`src/rtl/cpu_pkg.sv`:
```
// Shared CPU definitions: datapath widths, special instruction encodings
// and the fetch-stage state encoding.
package cpu_pkg;

   localparam int          PC_W      = 10;
   localparam int          INSTR_W   = 32;
   localparam int          CNT_W     = 16;
   localparam logic [31:0] NOP_WORD  = 32'h0000_0000;
   localparam logic [31:0] HALT_WORD = 32'hFFFF_FFFF;

   typedef enum logic [1:0] {
      FETCH_BOOT = 2'd0,
      FETCH_RUN  = 2'd1,
      FETCH_HALT = 2'd2
   } fetch_state_e;

endpackage

```
`src/rtl/fetch_unit_next_pc_sel.sv`:
```
// Next-PC selection: redirect target computation and the
// jr > jump > branch > stall > sequential priority mux.
module next_pc_sel #(
   parameter int PC_W = cpu_pkg::PC_W
) (
   input  logic               [PC_W-1:0] pc,
   input  logic               [PC_W-1:0] ifid_pc_plus1,
   input  logic                          stall,
   input  logic                          branch_taken,
   input  logic signed        [15:0]     branch_offset,
   input  logic                          jump,
   input  logic               [25:0]     jump_target,
   input  logic                          jump_reg,
   input  logic               [31:0]     jr_target,
   output logic               [PC_W-1:0] next_pc,
   output logic               [PC_W-1:0] pc_plus1,
   output logic                          redirect,
   output logic                          advance
);
   import cpu_pkg::*;

   logic [PC_W-1:0] br_target;

   // Sign-extending cast then truncating add gives the modulo-2^PC_W target
   assign br_target = ifid_pc_plus1 + PC_W'(branch_offset);
   assign pc_plus1  = pc + 1'b1;

   always_comb begin
      next_pc  = pc;
      redirect = 1'b0;
      advance  = 1'b0;
      if (jump_reg) begin
         next_pc  = jr_target[PC_W+1:2];
         redirect = 1'b1;
      end else if (jump) begin
         next_pc  = jump_target[PC_W-1:0];
         redirect = 1'b1;
      end else if (branch_taken) begin
         next_pc  = br_target;
         redirect = 1'b1;
      end else if (!stall) begin
         next_pc  = pc_plus1;
         advance  = 1'b1;
      end
   end

endmodule

```
`src/rtl/fetch_unit.sv`:
```
// Instruction fetch stage: owns the PC, the IF/ID register, the
// boot/run/halt control and the accepted-instruction counter.
module fetch_unit #(
   parameter int                       PC_W      = cpu_pkg::PC_W,
   parameter int                       INSTR_W   = cpu_pkg::INSTR_W,
   parameter logic [PC_W-1:0]          RESET_PC  = '0,
   parameter logic [INSTR_W-1:0]       HALT_WORD = cpu_pkg::HALT_WORD,
   parameter int                       CNT_W     = cpu_pkg::CNT_W
) (
   input  logic                 CLK_SYS,
   input  logic                 RST_SYS_N,
   input  logic                 stall,
   input  logic                 branch_taken,
   input  logic signed [15:0]   branch_offset,
   input  logic                 jump,
   input  logic [25:0]          jump_target,
   input  logic                 jump_reg,
   input  logic [31:0]          jr_target,
   input  logic [INSTR_W-1:0]   instruction,
   output logic [PC_W-1:0]      pc,
   output logic [INSTR_W-1:0]   ifid_instruction,
   output logic [PC_W-1:0]      ifid_pc_plus1,
   output logic                 ifid_valid,
   output logic                 halted,
   output logic [CNT_W-1:0]     fetch_count
);
   import cpu_pkg::*;

   fetch_state_e    state, state_nxt;
   logic [PC_W-1:0] next_pc, pc_plus1;
   logic            redirect, advance, accept, accept_halt;

   function automatic logic [CNT_W-1:0] sat_inc(input logic [CNT_W-1:0] c);
      return (&c) ? c : c + 1'b1;
   endfunction

   next_pc_sel #(.PC_W(PC_W)) u_next_pc_sel (
      .pc            (pc),
      .ifid_pc_plus1 (ifid_pc_plus1),
      .stall         (stall),
      .branch_taken  (branch_taken),
      .branch_offset (branch_offset),
      .jump          (jump),
      .jump_target   (jump_target),
      .jump_reg      (jump_reg),
      .jr_target     (jr_target),
      .next_pc       (next_pc),
      .pc_plus1      (pc_plus1),
      .redirect      (redirect),
      .advance       (advance)
   );

   assign accept      = (state == FETCH_RUN) && advance;
   assign accept_halt = accept && (instruction == HALT_WORD);

   always_comb begin
      state_nxt = state;
      case (state)
         FETCH_BOOT: state_nxt = FETCH_RUN;
         FETCH_RUN:  if (accept_halt) state_nxt = FETCH_HALT;
         FETCH_HALT: state_nxt = FETCH_HALT;
         default:    state_nxt = FETCH_BOOT;
      endcase
   end

   always_ff @(posedge CLK_SYS) begin
      if (!RST_SYS_N) state <= FETCH_BOOT;
      else            state <= state_nxt;
   end

   // PC, IF/ID and counter; BOOT holds everything, HALT keeps feeding bubbles
   always_ff @(posedge CLK_SYS) begin
      if (!RST_SYS_N) begin
         pc               <= RESET_PC;
         ifid_instruction <= INSTR_W'(NOP_WORD);
         ifid_pc_plus1    <= '0;
         ifid_valid       <= 1'b0;
         halted           <= 1'b0;
         fetch_count      <= '0;
      end else if (state == FETCH_RUN) begin
         pc <= next_pc;
         if (redirect) begin
            ifid_instruction <= INSTR_W'(NOP_WORD);
            ifid_pc_plus1    <= '0;
            ifid_valid       <= 1'b0;
         end else if (accept) begin
            ifid_instruction <= instruction;
            ifid_pc_plus1    <= pc_plus1;
            ifid_valid       <= 1'b1;
            fetch_count      <= sat_inc(fetch_count);
            halted           <= accept_halt;
         end
      end else if (state == FETCH_HALT) begin
         ifid_instruction <= INSTR_W'(NOP_WORD);
         ifid_pc_plus1    <= '0;
         ifid_valid       <= 1'b0;
      end
   end

endmodule

```
`config.mk`:
```
export PLATFORM = sky130hd
export DESIGN_NAME = fetch_unit
export DESIGN_NICKNAME = d
export VERILOG_FILES = /design/src/rtl/cpu_pkg.sv /design/src/rtl/fetch_unit_next_pc_sel.sv /design/src/rtl/fetch_unit.sv
export SDC_FILE = /design/constraint.sdc
export NUM_CORES = 1
export LEC_CHECK = 0
export BUFFER_PORTS_ARGS = -buffer_cell sky130_fd_sc_hd__buf_2
export CAP_MARGIN = 20
export CORE_MARGIN = 2
export CORE_UTILIZATION = 35
export DETAILED_ROUTE_END_ITERATION = 10
export PLACE_DENSITY = 0.66
export SETUP_SLACK_MARGIN = 0.2
export SLEW_MARGIN = 20
export SYNTH_ARGS = -nofsm -noshare
export SYNTH_HDL_FRONTEND = slang
export SYNTH_SLANG_ARGS = --single-unit
export TNS_END_PERCENT = 30
```
`constraint.sdc`:
```
create_clock -name CLK_SYS -period 2.5 [get_ports CLK_SYS]
set_clock_uncertainty 0.2 [all_clocks]
set_input_delay 0.375 -clock CLK_SYS [delete_from_list [all_inputs] [get_ports CLK_SYS]]
set_output_delay 0.375 -clock CLK_SYS [all_outputs]
set_load 0.05 [all_outputs]
```
==> summary.md <==
| Metric | Value |
|---|---|
| Status | `finished clean` |
| Pint | `just under 2 mW` |
| CTS tree | `built` |
| CTS root buffer | `clkbuf_8` |
| I/O pin cnt | `182` |
| GRT overflow | `0` |
| Largest cells by area after synthesis | `dfxtp_1, nor2b_1, a22oi_1` |
| Number of synthesized flops with an enable pin | `0` |
| Worst Hold Launch | `instruction[12]` |
| H-tree depth | `3` |
| TritonCTS buffer count | `9` |
| DRT antenna net count | `0` |
| Yosys top cell area share | `0.381` |
| CP endpoint kind | `flop` |
| Routability Congestion | `about 0.89` |
| Sink Count | `slightly above 70` |
| Final period util | `0.909` |
| Sequential Power Share | `0.395` |
| R2R setup slack | `230 ps` |
| Largest net degree at the start of global routing | `just under 60` |
| Clock power share | `0.268` |
| Crit path time final | `between 2000 and 2500 ps` |
| Clock Latency Late Sink | `350 ps` |
| Endpoints failing setup | `0` |
| Number of global-route vias before repair | `~3,500` |
| Crit path launch | `state[1]` |
| Ys async rst share | `0` |
| Initial DRC count | `160` |
| Synth warn | `0` |
| Worst vdd ir | `around 0.30 mV` |
| Worst path arrival time | `around 2300 ps` |
| Tot Pwr | `between 3 and 4 mW` |
| Leading area contributor after synthesis | `dfxtp_1` |
| Leak | `between 2 and 2.5 nW` |
| Slew @ Worst Pin | `between 600 and 700 ps` |
| Most frequent cells in the layout | `buf_2, dfxtp_1, nor2b_1` |
| Reg2reg start | `state[1]` |
| Setup CP Type | `flop to flop` |
| Netlist Area Pre-Place | `~3800 µm²` |
| Commonest non-fill, non-tap cell in the layout | `buf_2` |
| Met2 routed WL | `4840 µm` |
| FP Rows | `37` |
| Final Max Slew Viols | `0` |
| Final WL | `between 10,000 and 15,000 µm` |
| Mapped Nets | `556` |
| Largest buffer count on any clock path | `2` |
| FF+latch count, synth | `a little over 70` |
| HPWL Detailed | `7870 µm` |
| DIE AREA | `around 12,000 µm²` |
| Core ar. | `around 10,000 µm²` |
| Avg Inst Size Synth | `8.83 µm²` |
| Antenna violations before repair | `0` |
| Ant diodes | `0` |
| Clk slew on worst S/H paths | `~90 ps` |
| Pwr dens | `~670 nW/µm²` |
| Post-Synthesis Cells | `between 400 and 500` |
| Sequential-to-total area share from yosys stat | `0.381` |
| DRC | `0` |
| Place WS | `roughly 50 ps` |
| Met3 wire len | `between 700 and 800 µm` |
| Critical path fanouts, max | `4` |
| Fin nets | `roughly 700` |
| Vias | `between 3,000 and 4,000` |
| Drt via density | `about 5.2` |
| Fmax | `approximately 440 MHz` |
| I/O Buffers | `between 100 and 150` |
| Final hold violations | `0` |
| Fin util | `0.475` |
| Switching share of power | `0.406` |
| RSZ-0062 raised after global routing | `true` |
| Cell variety after synth | `50` |
| Die Width | `108 µm` |
| Layout cells sized above 1 | `0.343` |
| DR pass1 iterations | `4` |
| P_sw | `roughly 1.4 mW` |
| Wire per inst | `roughly 15 µm` |
| Slew HR | `0.557` |
| Setup WS post-layout | `between 200 and 250 ps` |
| WL met1 | `4930 µm` |
| Worst min path class | `primary input to flop` |
| P&R area growth vs syn | `30.6%` |
| First-pass GRT wire length | `between 15,000 and 20,000 µm` |
| Total GRT Usage | `0.187` |
| Initial Utilization | `0.363` |
| Fillers | `between 1,000 and 1,500` |
| Die Ht | `around 110 µm` |
| Post-synth top flop | `dfxtp_1` |
| Top sig layer | `met4` |
| TNS Setup | `0 ps` |
| Req. time, crit path | `roughly 2600 ps` |
| Startpoint class of the critical path | `flop` |
| Max-cap violations | `0` |
| Combinational share of power | `0.337` |
==> cell type report <==
type,count,area (µm²),share of cell area
Multi-Input combinational cell,322,2250,0.455
Sequential cell,72,1470,0.296
Timing Repair Buffer,156,841,0.170
Tap cell,136,170,0.0344
Clock buffer,9,124,0.0250
Clock inverter,7,62.6,0.0126
Inverter,9,33.8,0.00683
==> final timing paths <==
check                              end  depth (start not counted)
setup reg to reg       fetch_count[14]                          8
hold reg to reg                 halted                          2
setup / recovery       fetch_count[14]                          8
hold / removal    ifid_instruction[12]                          3
==> kinds of logic (layout without fill, tap and decap cells) <==
logic type | count (synthesis) | count (layout) | synth area share
adder cells (fa/ha/maj) | 15 | 15 | 0.0516
flip-flops | 72 | 72 | 0.381
buffers and inverters | 35 | 181 | 0.0410
XOR/XNOR | 25 | 25 | 0.0578
AND/OR/NAND/NOR | 157 | 157 | 0.241
multiplexers | 9 | 9 | 0.0238
AO/OA/AOI/OAI | 116 | 116 | 0.205
==> Yosys cell counts (2+ instances only) <==
library cell,number
dfxtp_1,72
nor2b_1,46
a22oi_1,35
a21oi_1,30
nand2_1,23
clkbuf_1,21
o21ai_0,17
xnor2_1,16
nand4_1,15
ha_1,14
and2_1,13
nor2_1,12
nand3_1,10
inv_1,9
mux2i_1,9
nor3_1,9
xor2_1,9
a211oi_1,5
o211ai_1,5
a21o_1,4
and3_1,4
nor4_1,4
or3_1,4
a21boi_1,3
a31oi_1,3
and4_1,3
buf_6,3
o31ai_1,3
a211o_1,2
a21boi_0,2
nand2b_1,2
nor3b_1,2
o211a_1,2
o21bai_1,2
==> layer usage <==
| layer | GRT usage | vias up |
|---|---|---|
| li1 | - | 1833 |
| met1 | 0.250 | 1710 |
| met2 | 0.289 | 115 |
| met3 | 0.0536 | 15 |
| met4 | 0.0623 | 0 |
| met5 | 0 | - |
==> registers in the layout, summed over array words and instances (netlist names) <==
register / flops
ifid_instruction: 32
fetch_count: 16
ifid_pc_plus1: 10
pc: 10
state: 2
halted: 1
ifid_valid: 1
==> repair_timing <==
action | 4_1_cts | 5_1_grt
pin swaps | 0 | 8
gates resized for setup | 1 | 8
setup buffers | 0 | 4
hold endpoints to repair | 0 | 0
hold buffers | 0 | 0
setup endpoints to repair | 47 | 42
==> power by group through the flow <==
stage,registers [mW],logic (mW),clock network (mW)
after floorplan,1.53,0.534,0
after global placement,1.34,1.07,0
after detailed placement,1.34,1.09,0
after CTS,1.31,1.09,0.927
after global routing,1.33,1.22,0.976
final,1.32,1.12,0.894
==> worst max-delay path, cell delays in order (launching register included) <==
cell and delay [ps]:
dfxtp_2 330, inv_2 70, ha_4 120, or4b_4 490
or2_4 300, nor3_4 230, nand4_1 130, xnor2_1 150
and2_1 140
==> per-stage QoR <==
stage | area [µm²] | cells | hold WS [ps]
5_1_grt | 4950 | 711 | 105
3_3_place_gp | 4690 | 691 | 253
3_5_place_dp | 4690 | 691 | 258
4_1_cts | 4880 | 707 | 95.7
2_1_floorplan | 3820 | 429 | 313
6_report | 4950 | 711 | 108
Note: power is estimated with default switching activity, not from simulation.
